<file path="config.mk">
export PLATFORM = sky130hd
export DESIGN_NAME = uart_rx
export DESIGN_NICKNAME = d
export VERILOG_FILES = /design/src/rtl/uart_pkg.sv /design/src/rtl/uart_rx_sync.sv /design/src/rtl/uart_rx.sv
export SDC_FILE = /design/constraint.sdc
export NUM_CORES = 1
export LEC_CHECK = 0
export ABC_AREA = 1
export BUFFER_PORTS_ARGS = -buffer_cell sky130_fd_sc_hd__clkbuf_2
export CAP_MARGIN = 20
export CORE_UTILIZATION = 50
export DETAILED_ROUTE_END_ITERATION = 8
export PLACE_DENSITY = 0.72
export SYNTH_ARGS = -nofsm -noshare
export SYNTH_HDL_FRONTEND = slang
export SYNTH_SLANG_ARGS = --single-unit
</file>
<file path="constraint.sdc">
create_clock -name clk_50MHz -period 1.9 [get_ports clk_50MHz]
set_clock_uncertainty 0.1 [all_clocks]
set_input_delay 0.475 -clock clk_50MHz [delete_from_list [all_inputs] [get_ports clk_50MHz]]
set_output_delay 0.475 -clock clk_50MHz [all_outputs]
set_load 0.05 [all_outputs]
</file>
<file path="src/rtl/uart_pkg.sv">
// Shared types and constants for the UART receive path.
// Frame format is fixed at 8N1; only the clock and bit rate are tunable.
package uart_pkg;

    localparam int unsigned DEFAULT_CLK_FREQ_HZ = 50_000_000;
    localparam int unsigned DEFAULT_BAUD        = 9_600;
    localparam int unsigned DATA_BITS           = 8;

    typedef enum logic [2:0] {
        IDLE,
        START,
        DATA,
        STOP,
        WAIT_HIGH
    } rx_state_t;

    // Integer division truncates; the residual error is far below receiver tolerance.
    function automatic int unsigned clks_per_bit(input int unsigned clk_freq_hz,
                                                 input int unsigned baud);
        return clk_freq_hz / baud;
    endfunction

endpackage

</file>
<file path="src/rtl/uart_rx_sync.sv">
// Two-flop synchronizer for the asynchronous RX pin.
// Resets to the idle-high line level so a reset never looks like a start bit.
module uart_rx_sync (
    input  logic clk,
    input  logic rst,
    input  logic rx_async,
    output logic rx_s
);

    logic meta;

    always_ff @(posedge clk or posedge rst) begin
        if (rst) begin
            meta <= 1'b1;
            rx_s <= 1'b1;
        end else begin
            meta <= rx_async;
            rx_s <= meta;
        end
    end

endmodule

</file>
<file path="src/rtl/uart_rx.sv">
// 8N1 UART receiver: mid-bit sampling, holds the last correctly framed byte.
// Framing errors leave data_out untouched and wait for the line to return high.
module uart_rx
    import uart_pkg::*;
#(
    parameter int unsigned CLK_FREQ_HZ = DEFAULT_CLK_FREQ_HZ,
    parameter int unsigned BAUD        = DEFAULT_BAUD
) (
    input  logic       clk_50MHz,
    input  logic       SW0,
    input  logic       UART2_RX,
    output logic [7:0] data_out
);

    localparam int unsigned CLKS_PER_BIT = clks_per_bit(CLK_FREQ_HZ, BAUD);
    localparam int unsigned CNT_W        = $clog2(CLKS_PER_BIT);
    localparam int unsigned IDX_W        = $clog2(DATA_BITS);

    localparam logic [CNT_W-1:0] HALF_LAST = CNT_W'(CLKS_PER_BIT / 2 - 1);
    localparam logic [CNT_W-1:0] FULL_LAST = CNT_W'(CLKS_PER_BIT - 1);
    localparam logic [IDX_W-1:0] LAST_IDX  = IDX_W'(DATA_BITS - 1);

    logic                 rx_s;
    rx_state_t            state_q, state_d;
    logic [CNT_W-1:0]     cnt_q, cnt_d;
    logic [IDX_W-1:0]     idx_q, idx_d;
    logic [DATA_BITS-1:0] shreg_q, shreg_d;
    logic [7:0]           data_d;

    uart_rx_sync u_sync (
        .clk      (clk_50MHz),
        .rst      (SW0),
        .rx_async (UART2_RX),
        .rx_s     (rx_s)
    );

    always_ff @(posedge clk_50MHz or posedge SW0) begin
        if (SW0) begin
            state_q  <= IDLE;
            cnt_q    <= '0;
            idx_q    <= '0;
            shreg_q  <= '0;
            data_out <= '0;
        end else begin
            state_q  <= state_d;
            cnt_q    <= cnt_d;
            idx_q    <= idx_d;
            shreg_q  <= shreg_d;
            data_out <= data_d;
        end
    end

    // Every state transition also clears the clock counter, so each phase times from zero.
    always_comb begin
        state_d = state_q;
        cnt_d   = cnt_q + 1'b1;
        idx_d   = idx_q;
        shreg_d = shreg_q;
        data_d  = data_out;

        unique case (state_q)
            IDLE: begin
                cnt_d = '0;
                idx_d = '0;
                if (!rx_s) begin
                    state_d = START;
                end
            end

            START: begin
                if (cnt_q == HALF_LAST) begin
                    cnt_d   = '0;
                    state_d = rx_s ? IDLE : DATA;
                end
            end

            DATA: begin
                if (cnt_q == FULL_LAST) begin
                    cnt_d   = '0;
                    shreg_d = {rx_s, shreg_q[DATA_BITS-1:1]};
                    if (idx_q == LAST_IDX) begin
                        idx_d   = '0;
                        state_d = STOP;
                    end else begin
                        idx_d = idx_q + 1'b1;
                    end
                end
            end

            STOP: begin
                if (cnt_q == FULL_LAST) begin
                    cnt_d = '0;
                    if (rx_s) begin
                        data_d  = shreg_q;
                        state_d = IDLE;
                    end else begin
                        state_d = WAIT_HIGH;
                    end
                end
            end

            WAIT_HIGH: begin
                cnt_d = '0;
                if (rx_s) begin
                    state_d = IDLE;
                end
            end

            default: begin
                cnt_d   = '0;
                state_d = IDLE;
            end
        endcase
    end

endmodule

</file>
==> flow_metrics.env <==
export IMPL_status="completed"
export IMPL_synth_compound_area_share_pct=12.3
export IMPL_wl_mm=3.48
export IMPL_post_cts_resized=0
export IMPL_gp_congestion=0.858
export IMPL_ys_seq_area_share_pct=45.0
export IMPL_critPathTopFamily="simple AND/OR/NAND/NOR gates"
export IMPL_synth_adder_area_share_pct=1.82
export IMPL_whs_ns=0.146
export IMPL_drtIter0Drc=103
export IMPL_maxCapViolations=0
export IMPL_synth_warnings=0
export IMPL_finalSetupViolations=0
export IMPL_worst_path_stages=8
export IMPL_end_kind="register"
export IMPL_final_nets=259
export IMPL_hold_buffers=0
export IMPL_slew_headroom_pct=69.7
export IMPL_antenna_cells=0
export IMPL_rows=22
export IMPL_postCtsSetupRepairBufs=0
export IMPL_grt_pass1_wl_mm=6.48
export IMPL_clock_fmax_ghz=0.575
export IMPL_required_ns=1.98
export IMPL_synth_net_count=243
export IMPL_synth_xor_area_share_pct=1.27
export IMPL_crit_path_top_delay_cell="dfrtp_1"
export IMPL_wl_per_cell_um=11.5
export IMPL_grt_pass1_vias=1494
export IMPL_crit_type="register to register"
export IMPL_cts_root_buf="clkbuf_8"
export IMPL_clock_sinks=37
export IMPL_r2r_slack_ns=0.16
export IMPL_viasPerCell=5.07
export IMPL_die_w_um=66.2
export IMPL_hold_path_class="input pin to async pin"
export IMPL_synth_area_leaders="dfrtp_1, nand2_1, o21ai_2"
export IMPL_p_per_area_nw_per_um2=658
export IMPL_synth_top_family_by_area="simple AND/OR/NAND/NOR gates"
export IMPL_num_vias=1531
export IMPL_initial_core_util_pct=54.3
export IMPL_cts_tree="yes"
export IMPL_grt_ovfl_total=0
export IMPL_synth_edf_count=0
export IMPL_synth_largest_area_cell="dfrtp_1"
export IMPL_max_stage_delay_ns=0.38
export IMPL_mostFrequentLayoutCells="nand2_1, dfrtp_1, inv_1"
export IMPL_slew_viol_final=0
export IMPL_crit_buf_inv=0
export IMPL_die_y_um=66.2
export IMPL_ys_ff_latch=37
export IMPL_post_route_drc_count=0
export IMPL_clk_pin_slew_ns=0.08
export IMPL_clock_latency_ns=0.29
export IMPL_portBuffers=10
export IMPL_grt_usage_pct=19.9
export IMPL_synth_flop_cell="dfrtp_1"
export IMPL_hold_viol=0
export IMPL_layout_drive_gt1_share_pct=31.1
export IMPL_numCtsBuffers=5
export IMPL_synth_cell_type_count=31
export IMPL_h_tree_depth=2
export IMPL_hpwl_mm=2.49
export IMPL_crit_fanout=17
export IMPL_rsz0062_at_grt="no"
export IMPL_fill_cells=322
export IMPL_tightest_slew_ns=0.454
export IMPL_instances_no_fill=302
export IMPL_synth_top_area_share_pct=42.4
export IMPL_fin_crit_sh_pct=91.6
export IMPL_reg2reg_depth=8
export IMPL_muxShareOfSynthArea_pct=0
export IMPL_synth_cells=237
export IMPL_dieArea_um2=4390
export IMPL_synthArstFlopShare_pct=100
export IMPL_core_area_um2=3800
export IMPL_dp_slack_ns=0.152
export IMPL_vdd_drop_max_mv=0.447
export IMPL_antenna_found_initial=0
export IMPL_finalCriticalPeriod_ns=1.74
export IMPL_synth_simple_area_share_pct=30.6
export IMPL_cts_buffer_depth=2
export IMPL_avgSynthCellArea_um2=8.71
export IMPL_ios=11
export IMPL_synthToLayoutAreaGrowth_pct=8.85
export IMPL_start_kind="register"
export IMPL_finalWorstSetupSlack_ns=0.159
export IMPL_path_cells="ha_1, nand2_2, nor2_2, nand3_1, nand2_4, nand3_1, nand2_1, nand2_1"
export IMPL_placedCellCount=294
export IMPL_syn_cell_area_um2=2060
export IMPL_final_antenna_net_count=0
export IMPL_p_leak_nw=1.14
export IMPL_layout_commonest_cell="nand2_1"
export IMPL_drt_pre_antenna_iters=4
export IMPL_setup_tns_final_ns=0
export IMPL_arrival_ns=1.82
export IMPL_grt_max_degree=38
==> metrics by stage <==
stage	power (W)	util [%]	area (um^2)
6_report	0.00148	59.1	2250
5_1_grt	0.00153	59.1	2250
4_1_cts	0.00150	59.1	2250
3_5_place_dp	0.000831	56.3	2140
3_3_place_gp	0.000830	56.3	2140
2_1_floorplan	0.000821	-	2060
==> final timing paths <==
check / from / endpoint
max: cnt_q[0] / state_q[1]
min: SW0 / shreg_q[0]
max reg2reg: cnt_q[0] / state_q[1]
min reg2reg: u_sync.meta / u_sync.rx_s
max in group asynchronous: SW0 / u_sync.meta
min in group clk_50MHz: UART2_RX / u_sync.meta
==> cells in the mapped netlist (2+ instances only) <==
cell type  number
nand2_2        12
inv_2           9
nor2_2          6
dfstp_2         2
nand4_1         8
o21ai_1         7
o21ai_2        11
nor2_1         10
nand3_1        17
nand2_4         2
o21ai_0         2
buf_6           2
nand2_1        57
a21oi_2        10
ha_1            3
dfrtp_1        35
xor2_1          2
inv_1          25
nor3_1          5
==> sequential cells by signal, summed over array words and instances, names as in the netlist <==
signal and count:
cnt_q 13, idx_q 3, u_sync.rx_s 1, u_sync.meta 1, data_out 8, shreg_q 8
state_q 3
==> per-layer routing <==
metal | track usage [%] | share of wire [%]
met5 | 0 | 0
met4 | 9.57 | 2.0
met3 | 4.48 | 3.4
met2 | 30.9 | 44
met1 | 26.2 | 50
==> tightest hold or removal path: stages <==
cell and delay [ns]:
clkbuf_2 0.08, inv_1 0.04, buf_4 0.38
==> report_power, final <==
part           switching [W]  internal [W]
Sequential        0.00000110      0.000791
Clock               0.000275      0.000389
Combinational      0.0000174    0.00000375
==> area by class of cell <==
class | instances | area (um^2) | area share (%)
well taps | 48 | 60.1 | 2.67
clock inverters | 2 | 35.0 | 1.56
inverters | 34 | 128 | 5.68
repair buffers | 13 | 72.6 | 3.23
multi-input cells | 162 | 950 | 42.3
clock buffers | 6 | 72.6 | 3.23
flip-flops and latches | 37 | 928 | 41.3
==> cell families after synthesis <==
group / count (synthesis)
AO/OA/AOI/OAI: 33
XOR/XNOR: 3
adder cells (fa/ha/maj): 3
buffers and inverters: 38
flip-flops: 37
AND/OR/NAND/NOR: 123
Power figures use the tool's default switching activity.
